$ cat config.mk
export PLATFORM = sky130hd
export DESIGN_NAME = uart_tx_arbiter_flat
export DESIGN_NICKNAME = d
export VERILOG_FILES = /design/src/rtl/uart_pkg.sv /design/src/rtl/uart_tx_arbiter_if.sv /design/src/rtl/uart_tx_arbiter_rr_pick.sv /design/src/rtl/uart_tx_arbiter.sv /design/src/flat_wrapper.sv
export SDC_FILE = /design/constraint.sdc
export NUM_CORES = 1
export LEC_CHECK = 0
export ABC_AREA = 1
export BUFFER_PORTS_ARGS = -buffer_cell sky130_fd_sc_hd__clkbuf_2
export CAP_MARGIN = 20
export CORE_ASPECT_RATIO = 0.75
export CORE_UTILIZATION = 40
export DETAILED_ROUTE_END_ITERATION = 6
export PLACE_DENSITY_LB_ADDON = 0.25
export SYNTH_ARGS = -nofsm -noshare
export SYNTH_HDL_FRONTEND = slang
export SYNTH_SLANG_ARGS = --single-unit
$ cat constraint.sdc
create_clock -name clk -period 5 [get_ports clk]
set_clock_uncertainty 0.1 [all_clocks]
set_input_delay 0.5 -clock clk [delete_from_list [all_inputs] [get_ports clk]]
set_output_delay 0.5 -clock clk [all_outputs]
set_load 0.01 [all_outputs]
$ cat src/rtl/uart_pkg.sv
// rtl/uart_pkg.sv - shared constants, FSM encoding and width helper for uart_tx_arbiter
// Contents:
//   BYTE_W     byte width carried to the transmitter
//   state_t    FSM state type, with ST_* encodings
//   rr_w(n)    width of a requester index for n requesters (at least 1)
package uart_pkg;

    localparam int BYTE_W = 8;

    typedef logic [2:0] state_t;

    localparam logic [2:0] ST_IDLE      = 3'd0;
    localparam logic [2:0] ST_CAPTURE   = 3'd1;
    localparam logic [2:0] ST_STROBE    = 3'd2;
    localparam logic [2:0] ST_WAIT_BUSY = 3'd3;
    localparam logic [2:0] ST_SEND      = 3'd4;
    localparam logic [2:0] ST_HOLD      = 3'd5;

    function automatic int rr_w(input int n);
        return (n <= 2) ? 1 : $clog2(n);
    endfunction

endpackage

$ cat src/rtl/uart_tx_arbiter_if.sv
// rtl/uart_tx_arbiter_if.sv - requester and transmitter signals shared by uart_tx_arbiter
// Signals:
//   req_valid/req_data/req_last  requester byte offers (byte i at [8i+7:8i])
//   req_ready                    one-hot accept pulse back to the requesters
//   tx_wr/tx_data/tx_busy        txuart write strobe, frame byte, busy flag
//   grant_id/locked              current or last grant, packet-in-progress flag
// Modports: slave = arbiter side, master = requester/transmitter side.
interface uart_tx_arbiter_if
    import uart_pkg::*;
#(
    parameter int NREQ = 4
) ();

    logic [NREQ-1:0]        req_valid;
    logic [BYTE_W*NREQ-1:0] req_data;
    logic [NREQ-1:0]        req_last;
    logic [NREQ-1:0]        req_ready;
    logic                   tx_wr;
    logic [BYTE_W-1:0]      tx_data;
    logic                   tx_busy;
    logic [rr_w(NREQ)-1:0]  grant_id;
    logic                   locked;

    modport slave (
        input  req_valid, req_data, req_last, tx_busy,
        output req_ready, tx_wr, tx_data, grant_id, locked
    );

    modport master (
        output req_valid, req_data, req_last, tx_busy,
        input  req_ready, tx_wr, tx_data, grant_id, locked
    );

endinterface

$ cat src/rtl/uart_tx_arbiter_rr_pick.sv
// rtl/uart_tx_arbiter_rr_pick.sv - combinational round-robin priority encoder
// Ports:
//   req   request vector
//   last  index of the previous winner; search starts at last+1 (mod NREQ)
//   any   at least one request is present
//   idx   first requesting index in round-robin order (last when none)
module rr_pick
    import uart_pkg::*;
#(
    parameter int NREQ = 4,
    localparam int RW  = rr_w(NREQ)
) (
    input  logic [NREQ-1:0] req,
    input  logic [RW-1:0]   last,
    output logic            any,
    output logic [RW-1:0]   idx
);

    logic [RW-1:0] cand;

    // Walk from the farthest offset back to the nearest so the nearest
    // requester after 'last' is the final (winning) assignment.
    always_comb begin
        any  = |req;
        idx  = last;
        cand = last;
        for (int k = NREQ; k >= 1; k--) begin
            cand = RW'((int'(last) + k) % NREQ);
            if (req[cand]) begin
                idx = cand;
            end
        end
    end

endmodule

$ cat src/rtl/uart_tx_arbiter.sv
// rtl/uart_tx_arbiter.sv - round-robin sharing of one txuart between NREQ byte producers
// Ports:
//   clk    system clock
//   rst_n  asynchronous active-low reset
//   bus    uart_tx_arbiter_if.slave: requester handshakes, txuart strobe/data/busy,
//          grant_id and locked status
// A granted requester keeps the transmitter until it sends a byte flagged last,
// or until it stalls LOCK_TIMEOUT cycles in HOLD (0 disables the timeout).
module uart_tx_arbiter
    import uart_pkg::*;
#(
    parameter int NREQ         = 4,
    parameter int LOCK_TIMEOUT = 1024
) (
    input  logic         clk,
    input  logic         rst_n,
    uart_tx_arbiter_if.slave bus
);

    localparam int RW = rr_w(NREQ);
    localparam int TW = (LOCK_TIMEOUT < 2) ? 1 : $clog2(LOCK_TIMEOUT + 1);

    state_t            state;
    logic [RW-1:0]     grant;
    logic [BYTE_W-1:0] data_q;
    logic              wr_q;
    logic              locked_q;
    logic [TW-1:0]     tmo;
    logic [TW-1:0]     tmo_next;
    logic              tmo_hit;

    logic              pick_any;
    logic [RW-1:0]     pick_idx;

    logic              cur_valid;
    logic              cur_last;
    logic [BYTE_W-1:0] cur_data;

    rr_pick #(.NREQ(NREQ)) u_pick (
        .req  (bus.req_valid),
        .last (grant),
        .any  (pick_any),
        .idx  (pick_idx)
    );

    // Mux out the granted requester's offer.
    always_comb begin
        cur_valid = 1'b0;
        cur_last  = 1'b0;
        cur_data  = '0;
        for (int k = 0; k < NREQ; k++) begin
            if (grant == RW'(k)) begin
                cur_valid = bus.req_valid[k];
                cur_last  = bus.req_last[k];
                cur_data  = bus.req_data[k*BYTE_W +: BYTE_W];
            end
        end
    end

    assign tmo_next = tmo + 1'b1;
    assign tmo_hit  = (LOCK_TIMEOUT != 0) && (tmo_next == TW'(LOCK_TIMEOUT));

    // Acceptance is decoded from state so the pulse lines up with the capture edge.
    always_comb begin
        bus.req_ready = '0;
        if (state == ST_CAPTURE) begin
            bus.req_ready[grant] = 1'b1;
        end
    end

    assign bus.tx_wr    = wr_q;
    assign bus.tx_data  = data_q;
    assign bus.grant_id = grant;
    assign bus.locked   = locked_q;

    always_ff @(posedge clk or negedge rst_n) begin
        if (!rst_n) begin
            state    <= ST_IDLE;
            grant    <= RW'(NREQ - 1);
            data_q   <= 8'hFF;
            wr_q     <= 1'b0;
            locked_q <= 1'b0;
            tmo      <= '0;
        end else begin
            wr_q <= 1'b0;
            case (state)
                ST_IDLE: begin
                    // A frame may still be in flight after reset; never strobe over it.
                    if (pick_any && !bus.tx_busy) begin
                        grant <= pick_idx;
                        state <= ST_CAPTURE;
                    end
                end
                ST_CAPTURE: begin
                    data_q   <= cur_data;
                    locked_q <= !cur_last;
                    wr_q     <= 1'b1;
                    state    <= ST_STROBE;
                end
                ST_STROBE: begin
                    state <= ST_WAIT_BUSY;
                end
                ST_WAIT_BUSY: begin
                    if (bus.tx_busy) begin
                        state <= ST_SEND;
                    end
                end
                ST_SEND: begin
                    if (!bus.tx_busy) begin
                        state <= locked_q ? ST_HOLD : ST_IDLE;
                    end
                end
                ST_HOLD: begin
                    if (cur_valid) begin
                        tmo   <= '0;
                        state <= ST_CAPTURE;
                    end else if (tmo_hit) begin
                        tmo      <= '0;
                        locked_q <= 1'b0;
                        state    <= ST_IDLE;
                    end else if (LOCK_TIMEOUT != 0) begin
                        tmo <= tmo_next;
                    end
                end
                default: begin
                    state <= ST_IDLE;
                end
            endcase
        end
    end

endmodule
$ cat src/flat_wrapper.sv
// flat-port wrapper written by rule: the top's interface ports become plain ports
module uart_tx_arbiter_flat import uart_pkg::*;
#(
    parameter int NREQ         = 4,
    parameter int LOCK_TIMEOUT = 1024
)
  (clk, rst_n, bus_req_valid, bus_req_data, bus_req_last, bus_tx_busy, bus_req_ready, bus_tx_wr, bus_tx_data, bus_grant_id, bus_locked);
  uart_tx_arbiter_if #(.NREQ(NREQ)) bus_i ();
  input  logic clk;
  input  logic rst_n;
  input wire logic [$bits(bus_i.req_valid)-1:0] bus_req_valid;
  input wire logic [$bits(bus_i.req_data)-1:0] bus_req_data;
  input wire logic [$bits(bus_i.req_last)-1:0] bus_req_last;
  input wire logic [$bits(bus_i.tx_busy)-1:0] bus_tx_busy;
  output wire logic [$bits(bus_i.req_ready)-1:0] bus_req_ready;
  output wire logic [$bits(bus_i.tx_wr)-1:0] bus_tx_wr;
  output wire logic [$bits(bus_i.tx_data)-1:0] bus_tx_data;
  output wire logic [$bits(bus_i.grant_id)-1:0] bus_grant_id;
  output wire logic [$bits(bus_i.locked)-1:0] bus_locked;
  assign bus_i.req_valid = bus_req_valid;
  assign bus_i.req_data = bus_req_data;
  assign bus_i.req_last = bus_req_last;
  assign bus_i.tx_busy = bus_tx_busy;
  assign bus_req_ready = bus_i.req_ready;
  assign bus_tx_wr = bus_i.tx_wr;
  assign bus_tx_data = bus_i.tx_data;
  assign bus_grant_id = bus_i.grant_id;
  assign bus_locked = bus_i.locked;
  uart_tx_arbiter #(.NREQ(NREQ), .LOCK_TIMEOUT(LOCK_TIMEOUT)) u_core (.clk(clk), .rst_n(rst_n), .bus(bus_i));
endmodule
==> results.md, run 1 <==
Placement:
- The placed instances occupy a cell area of 0.00218 mm2.
- The count of buffers from port buffering is 58.
- Routability-driven placement finished with a final weighted congestion of 0.864.
- Detailed placement finished with a half-perimeter wire length of ~3600 um.

Global route:
- For this run the aggregate overflow at the end of global routing stands at 0.
- The first global-routing pass estimated 7510 um of wire.
- The number of antenna violations at the first check in global routing is 0.
- The number of global-route vias before repair came to 1675.
- In the global route stage, overall resource usage came out at around a fifth.
- Entering global routing, the biggest net connects 27 pins.

Synth:
- Counting every net in the synthesized netlist gives around 320.
- Counting flops with a built-in enable in the synthesized netlist gives 0.
- After synthesis, the cell types taking the most area are sky130_fd_sc_hd__dfrtp_1, sky130_fd_sc_hd__dfstp_2, sky130_fd_sc_hd__nand2_1, sky130_fd_sc_hd__nand3_1, sky130_fd_sc_hd__o21ai_0.
- The most common flop cell mapped by yosys is sky130_fd_sc_hd__dfrtp_1.
- During synthesis, Yosys emitted a total of 0 warnings.
- The post-synthesis cell count is 268.
- The mapped netlist covers between 0.0015 and 0.002 mm2.
- Yosys mapped the design onto 30 distinct sky130hd cell types.
- The share of async-settable or async-resettable flops after synthesis is 100%.
- After synthesis, flip-flops and latches occupy 35.4% of the total area.
- The dominant cell type by area after synthesis is sky130_fd_sc_hd__dfrtp_1.
- Averaged over all synthesized cells, the footprint is 6.99 um2.
- The register bit total from synthesis is 26.
- Of the post-synthesis cell area, the dominant cell type holds a little over a fifth.

Critical path:
- The startpoint kind of the worst setup timing path is a flop.
- For the worst flop-to-flop path, the logic depth is 10.
- The worst setup path is of the reg -> out kind.
- The beginning of the worst register-to-register path is u_core.bus.grant_id[0].
- For flop-to-flop paths, the worst setup slack is 2580 ps.
- Tracing the worst setup path back leads to its startpoint at u_core.state[1].
- The arrival time reported for the critical path endpoint is 1980 ps.
- The data required time of the worst path is ~4400 ps.
- STA classifies the critical path endpoint as an output pin.
- The reg-to-reg critical path endpoint is u_core.state[0].
- Of all nets on the critical path, the largest fanout is 14.

STA:
- For the pin with the worst max-slew slack, the measured transition is 714 ps.
- The summed negative setup slack over all endpoints is 0 ps.
- Setup repair after global routing left no endpoint under its margin.
- The final critical path takes up 51.7% of the cycle.
- The number of failing hold endpoints at the final stage is 0.
- The top achievable clock speed is 387 MHz.
- The number of max-slew violations in the final report is 0.
- The shortest clock period the worst path allows after layout is 2580 ps.
- The worst max-slew margin expressed relative to the limit is 52.2%.
- The total of endpoints with negative setup slack in the final report is 0.

Clocking:
- The total setup buffers inserted after CTS is 0.
- The clock insertion delay at the later pin of the skew report is 270 ps.
- The clock transition at the registers of the reported paths is 90 ps.
- Clock tree synthesis inserted a total of 3 buffers.
- Counting every sink on the clock net gives 26.
- The count of hold-fix buffers inserted at cts is 0.
- The buffer cell driving the clock tree root is sky130_fd_sc_hd__clkbuf_8.
- TritonCTS built the clock tree.
- No sink is reached through more buffers than the 2 on the longest clock path.
- CTS built an H-tree with a depth of 1.
- The number of instances resized during post-cts repair is 0.

Power:
- The worst-case IR drop observed on VDD is 0.294 mV.
- For this design the static power due to leakage is 1.10 nW.
- The power per standard cell area is a little under 600 mW/mm2.

Finish:
- The library cell used most frequently in the layout, excluding fill and tap cells, is sky130_fd_sc_hd__nand2_1.
- For this run, the post-layout net count is ~370.
- Once layout is done, the placed cells without fillers occupy 0.00225 mm2.
- After filler insertion, the fill cell instance count of the layout stands at roughly 450.
- The total inserted antenna cells is 0.
- Summing all multi-input logic gate instances after layout gives 0.00105 mm2.
- The post-route core utilization is 50.2%.
- The area taken by flip-flops and latches is 663 um2.
- The relative area change from synthesis to final layout is 20.3%.
- The share of layout cells above drive strength 1 is 27.8%.
- In the layout the commonest cells are sky130_fd_sc_hd__nand2_1, sky130_fd_sc_hd__clkbuf_2, sky130_fd_sc_hd__inv_1, sky130_fd_sc_hd__o21ai_0, sky130_fd_sc_hd__nand3_1.

Routing:
- Dividing the detail-routed via count by the number of cells gives 5.04.
- The total wire length after detailed routing is ~4500 um.
- The number of design-rule violations left by the first detailed-router iteration is 118.
- The pre-antenna-repair detailed-routing pass consisted of 4 iterations.
- The total vias in the final route is 1901.
- After detailed routing, the average wire length per cell comes to between 10 and 15 um.
- The post-route antenna net violation count is 0.
- The post-detailed-route DRC marker count is 0.

Die:
- Pin placement for this block handled 59 I/O pins.
- The total area inside the core boundary comes to 0.00449 mm2.
- The number of cell rows is 21.
- The die covers 0.00497 mm2.
- Once the floorplan was initialized, standard cells occupied between 40% and 50% of the core.
- The die height is 61.3 um.
- The die is 81.0 um wide.

Min path:
- The classification of the worst-slack hold path is in -> async.

Status:
- The run finished with clean final reports.

Flow run:
- Across the run, the number of max-cap violations was 0.
kinds of logic (layout without fill, tap and decap cells):
family                   Yosys count  count (layout)  synth area share, %
buffers and inverters             39              91                 8.61
XOR/XNOR                           3               3                 1.40
AND/OR/NAND/NOR                  136             136                 33.8
AO/OA/AOI/OAI                     59              59                 17.4
adder cells (fa/ha/maj)            5               5                 3.34
flip-flops                        26              26                 35.4
synth_stat cells (2+ instances only):
library cell and count:
sky130_fd_sc_hd__nor2_4 4, sky130_fd_sc_hd__nand3_1 25, sky130_fd_sc_hd__clkbuf_1 3, sky130_fd_sc_hd__nand2_1 67, sky130_fd_sc_hd__buf_2 6, sky130_fd_sc_hd__o211ai_1 5, sky130_fd_sc_hd__nand3_2 2, sky130_fd_sc_hd__a21oi_1 12
sky130_fd_sc_hd__a31oi_1 6, sky130_fd_sc_hd__nand4_1 3, sky130_fd_sc_hd__nor2_2 3, sky130_fd_sc_hd__nor2_1 24, sky130_fd_sc_hd__nand2_2 4, sky130_fd_sc_hd__xor2_1 2, sky130_fd_sc_hd__dfrtp_1 16, sky130_fd_sc_hd__o21ai_0 25
sky130_fd_sc_hd__dfstp_2 10, sky130_fd_sc_hd__o22ai_1 4, sky130_fd_sc_hd__inv_1 28, sky130_fd_sc_hd__ha_1 5, sky130_fd_sc_hd__o21ai_1 5
worst max-delay path: stages (launching register included):
cell and delay [ps]:
sky130_fd_sc_hd__dfrtp_1 410, sky130_fd_sc_hd__inv_1 150, sky130_fd_sc_hd__nand2_1 120, sky130_fd_sc_hd__nor2_2 360, sky130_fd_sc_hd__inv_1 350, sky130_fd_sc_hd__nor2_1 170
sky130_fd_sc_hd__clkbuf_2 150
flip-flops by register name, summed over array words and instances (netlist names):
register             cells
u_core.bus.grant_id      2
u_core.bus.locked        1
u_core.bus.tx_data       8
u_core.bus.tx_wr         1
u_core.state             3
u_core.tmo              11
where the power goes:
part	switching [W]	total, W	internal [W]
Clock	0.0000702	0.000177	0.000107
Sequential	0.000108	0.000448	0.000340
Combinational	0.000446	0.000710	0.000263
final cells by class:
type	count	area share (%)
Tap cell	57	3.16
Clock inverter	1	1.33
Sequential cell	26	29.4
Multi-Input combinational cell	203	46.6
Clock buffer	3	1.83
Inverter	29	4.83
Timing Repair Buffer	58	12.9
how the worst max path moves through the flow:
stage                                  end  slack, ps  depth (start not counted)
after global placement     u_core.state[2]       2710                         10
final                     bus_req_ready[0]       2420                          6
after floorplan           bus_req_ready[2]       2780                          6
after CTS                 bus_req_ready[0]       2430                          6
after global routing      bus_req_ready[2]       2290                          6
after detailed placement   u_core.state[0]       2610                         10
routing by layer:
| layer | part of all wire (%) | GRT usage [%] |
|---|---|---|
| met1 | 50 | 27.1 |
| met2 | 45 | 32.3 |
| met3 | 4.3 | 4.59 |
| met4 | 0.86 | 4.08 |
| met5 | 0 | 0 |
through the flow:
stage / power [W] / hold slack, ps / worst slack [ps] / cells
global placement: 0.00115 / 383 / 2710 / 373
finish: 0.00133 / 145 / 2420 / 377
detailed placement: 0.00116 / 380 / 2610 / 373
floorplan: 0.000979 / 104 / 2780 / 268
CTS: 0.00134 / 169 / 2430 / 377
global route: 0.00147 / 189 / 2290 / 377
(Power assumes the default switching activity.)
==> run 2, diff against run 1 <==
--- a/config.mk
+++ b/config.mk
@@ -5,7 +5,7 @@
 export SDC_FILE = /design/constraint.sdc
 export NUM_CORES = 1
 export LEC_CHECK = 0
-export ABC_AREA = 1
+export ABC_AREA = 0
 export BUFFER_PORTS_ARGS = -buffer_cell sky130_fd_sc_hd__clkbuf_2
 export CAP_MARGIN = 20
 export CORE_ASPECT_RATIO = 0.75
==> constraint.sdc (replaced) <==
create_clock -name clk -period 2.2 [get_ports clk]
set_clock_uncertainty 0.1 [all_clocks]
set_input_delay 0.22 -clock clk [delete_from_list [all_inputs] [get_ports clk]]
set_output_delay 0.22 -clock clk [all_outputs]
set_load 0.01 [all_outputs]
==> results.md, run 2 <==
Status:
- The run finished with clean final reports.

Global route:
- For this run the aggregate overflow at the end of global routing stands at 0.
- Entering global routing, the biggest net connects 27 pins.
- The number of global-route vias before repair came to ~1700.
- In the global route stage, met3 resource usage came out at between 4 and 5%.
- The global routing's busiest layer is met2.
- Global routing used 32.4% of the available met2 tracks.
- The number of antenna violations at the first check in global routing is 0.
- In the global route stage, overall resource usage came out at 19.4%.
- The met1 track demand over resource in global routing is about a quarter.
- The first global-routing pass estimated 7500 um of wire.

Finish:
- The relative area change from synthesis to final layout is 23.1%.
- The final standard cell area without fillers is 0.00234 mm2.
- The share of layout cells above drive strength 1 is 31.2%.
- The final layout contains about 340 nets.
- The most common cell after layout, fill and taps aside is sky130_fd_sc_hd__clkbuf_2.
- The repair_antennas step left the layout with diodes totalling 0.
- The non-filler instance count after layout is 349.
- The post-route core utilization is 51.9%.
- The flip-flop count of the largest register after layout is 11.
- The top cell types in the final layout, fill and taps aside, are sky130_fd_sc_hd__clkbuf_2, sky130_fd_sc_hd__nand2_1, sky130_fd_sc_hd__a21oi_1, sky130_fd_sc_hd__dfrtp_1.
- The most flop-heavy register is u_core.tmo.

Synth:
- Of the total synthesized cell area, the portion taken by XOR and XNOR cells is 2.30%.
- The simple logic cell fraction of the synthesized area is between 20% and 30%.
- The combined area of all synthesized cells is 0.00190 mm2.
- The most common flop cell mapped by yosys is sky130_fd_sc_hd__dfrtp_1.
- The synthesized netlist devotes 3.29% of its cell area to adder and majority cells.
- The number of warnings issued by yosys is 0.
- The register bit total from synthesis is 26.
- The cell count after synthesis came out at about 230.
- After synthesis, the netlist uses 43 different library cells.
- The main combinational cell family by area after synthesis is simple AND/OR/NAND/NOR gates.
- Counting flops with an async set or reset pin after synthesis yields a share of 100%.
- Sorting the synthesized cells by area gives the leading types as sky130_fd_sc_hd__dfrtp_1, sky130_fd_sc_hd__dfstp_2, sky130_fd_sc_hd__nand2_1, sky130_fd_sc_hd__a21oi_1, sky130_fd_sc_hd__o211ai_1.
- The fraction of synthesized cell area taken by the top area cell type is a little over a fifth.
- The number of nets handed over by synthesis was 282.
- The dominant cell type by area after synthesis is sky130_fd_sc_hd__dfrtp_1.
- By count the netlist is led by sky130_fd_sc_hd__nand2_1, sky130_fd_sc_hd__a21oi_1, sky130_fd_sc_hd__dfrtp_1.
- Averaged over all synthesized cells, the footprint is approximately 8.1 um2.
- The proportion of synthesized area in mux cells is around 3.4%.
- Summing the areas of all compound-gate instances in the mapped netlist gives 22.9% of the synthesized area.
- The cell with the most instances after synthesis is sky130_fd_sc_hd__nand2_1.
- The number of synthesized flops with an enable pin is 0.
- The sequential fraction of the synthesis area is 34.8%.

Power:
- In this run the static leakage power is 1.03 nW.
- The power per standard cell area is 1280 mW/mm2.
- The worst voltage drop across the vdd grid is 0.787 mV.

STA:
- The slew at the pin closest to its max-slew limit is 629 ps.
- Measured against its own limit, the worst slew margin works out to 58.1%.
- Timing would allow up to between 400 and 500 MHz.
- Dividing the final minimum period by the clock period gives 95.2%.
- Setup violations remaining at the end of the flow were counted as 0.
- The smallest clock period supported by the final layout is computed as 2090 ps.
- The number of max-slew violations in the final report is 0.
- The number of failing hold endpoints at the final stage came to 0.

Placement:
- The placed instances occupy a cell area of 0.00225 mm2.
- In this run, placement finished with an instance count of 341.
- The congestion estimate from routability-driven global placement came to 0.819.
- The count of buffers from port buffering is 58.
- The placed wire-length estimate after detailed placement is 3270 um.

Critical path:
- The data required time of the worst path is 2260 ps.
- STA classifies the critical path endpoint as a flop.
- The kind of critical path is reg -> reg.
- Data on the critical path arrives at its endpoint at 2160 ps.
- In this run the worst path has a maximum fanout of 12.
- The worst register-to-register path begins at u_core.bus.grant_id[1].
- The worst setup path is launched from a flop.
- The reg-to-reg critical path endpoint is u_core.tmo[4].
- The worst register-to-register path has a depth of 8.
- The internal reg-to-reg setup slack is around 110 ps.

Die:
- The number of cell rows is 21.
- The die is 81.6 um wide.
- The core box area is 0.00452 mm2.
- Once the floorplan was initialized, standard cells occupied a little over two fifths of the core.
- The floorplan step defined a die boundary enclosing 0.00504 mm2.
- The die height is 61.7 um.
- The number of top-level design ports is 59.

Routing:
- The final layout contains routed wiring with a total length of 4340 um.
- The per-cell routed wire length is 12.4 um.
- The count of nets left with antenna violations once routing finished came out at 0.
- The first TritonRoute pass finished after 5 iterations.
- The total vias in the final route is 1873.
- The post-detailed-route DRC marker count is 0.
- The via density per instance is 5.37.
- After the first detailed-routing iteration, the DRC count stood at 90.

Clocking:
- The number of clock buffers added by TritonCTS is 3.
- In this run the number of H-tree levels came out at 1.
- Counting every sink on the clock net gives 26.
- Clock latency on the worst-skew pair, taken at its later pin, is 270 ps.
- The clock transition at the registers of the reported paths is 90 ps.
- The clock tree buffer depth is 2.
- The buffer cell driving the clock tree root is sky130_fd_sc_hd__clkbuf_8.
- The clock tree from TritonCTS is built.

Min path:
- The path with the worst hold slack has its endpoint at u_core.bus.tx_data[1].
- The count of cells along the worst hold path is 4.
- In this run the worst hold path is classified as in -> reg.
- The startpoint of the worst hold path is bus_req_data[25].

Flow run:
- The count of maximum capacitance violations is 0.
==> run 2: cell types whose count changed after synthesis, sizes merged, moves of 6 or more <==
cell	previous run	this run
a21oi	12	26
and2	0	6
clkbuf	3	12
inv	29	2
nand2	72	41
nand3	28	9
nand3b	0	10
nor2	31	13
o211ai	5	11
o21a	0	9
o21ai	30	11
==> run 2: cell type report <==
| class | instances | area (um2) |
|---|---|---|
| multi-input combinational | 188 | 1150 |
| inverter | 2 | 7.51 |
| clock buffer | 4 | 55.1 |
| tap | 57 | 71.3 |
| sequential | 26 | 663 |
| fill | 434 | 2180 |
| timing repair buffer | 72 | 398 |
==> run 2: cells by family after synthesis <==
kind of cell	count (synthesis)
simple gates	105
compound gates	69
flops	26
buf+inv	20
xor+xnor	5
fa+ha+maj	5
mux	4
==> run 2: critical path: stages, from the launching register on <==
cell and delay [ps]:
sky130_fd_sc_hd__dfstp_2 600, sky130_fd_sc_hd__buf_4 140, sky130_fd_sc_hd__ha_1 210, sky130_fd_sc_hd__a211oi_1 60, sky130_fd_sc_hd__o21ai_1 160, sky130_fd_sc_hd__a21oi_2 100, sky130_fd_sc_hd__buf_4 180, sky130_fd_sc_hd__and3_1 170
sky130_fd_sc_hd__a221o_1 250
==> run 2: repair_timing <==
action / in CTS / in global routing
setup buffers: 0 / 3
gates resized for setup: 0 / 2
hold buffers: 1 / 0
endpoints found under the setup margin: 0 / 18
endpoints found under the hold margin: 16 / 0
==> run 2: stage by stage <==
stage / setup WS, ps / TNS [ps] / total power [W] / hold slack [ps]
2_1_floorplan: 41.7 / 0 / 0.00219 / -176
3_3_place_gp: 109 / 0 / 0.00262 / 180
3_5_place_dp: 53.7 / 0 / 0.00264 / 182
4_1_cts: 37.4 / 0 / 0.00296 / 158
5_1_grt: -17.1 / -17.1 / 0.00330 / 167
6_report: 106 / 0 / 0.00299 / 160
==> run 2: power breakdown <==
group	internal, W	switching [W]
registers	0.000768	0.000242
clock network	0.000160	0.000150
logic	0.000786	0.000889
total	0.00171	0.00128
==> run 2: per-layer routing <==
metal  vias to the layer above  routed length, um
met1                       857               2190
met3                         2                279
met4                         0                 17
li1                        955                  -
met5                         -                  0
met2                        59               1850
==> run 2: worst max-delay path by stage <==
| stage | from | to | slack, ps | cells past startpoint |
|---|---|---|---|---|
| final | u_core.bus.grant_id[1] | u_core.tmo[4] | 110 | 8 |
| after floorplan | u_core.bus.grant_id[0] | u_core.tmo[8] | 40 | 9 |
| after CTS | u_core.bus.grant_id[1] | u_core.tmo[4] | 40 | 8 |
| after global routing | u_core.bus.grant_id[1] | u_core.tmo[4] | -20 | 8 |
| after global placement | u_core.bus.grant_id[1] | u_core.tmo[4] | 110 | 8 |
| after detailed placement | u_core.bus.grant_id[1] | u_core.tmo[4] | 50 | 8 |
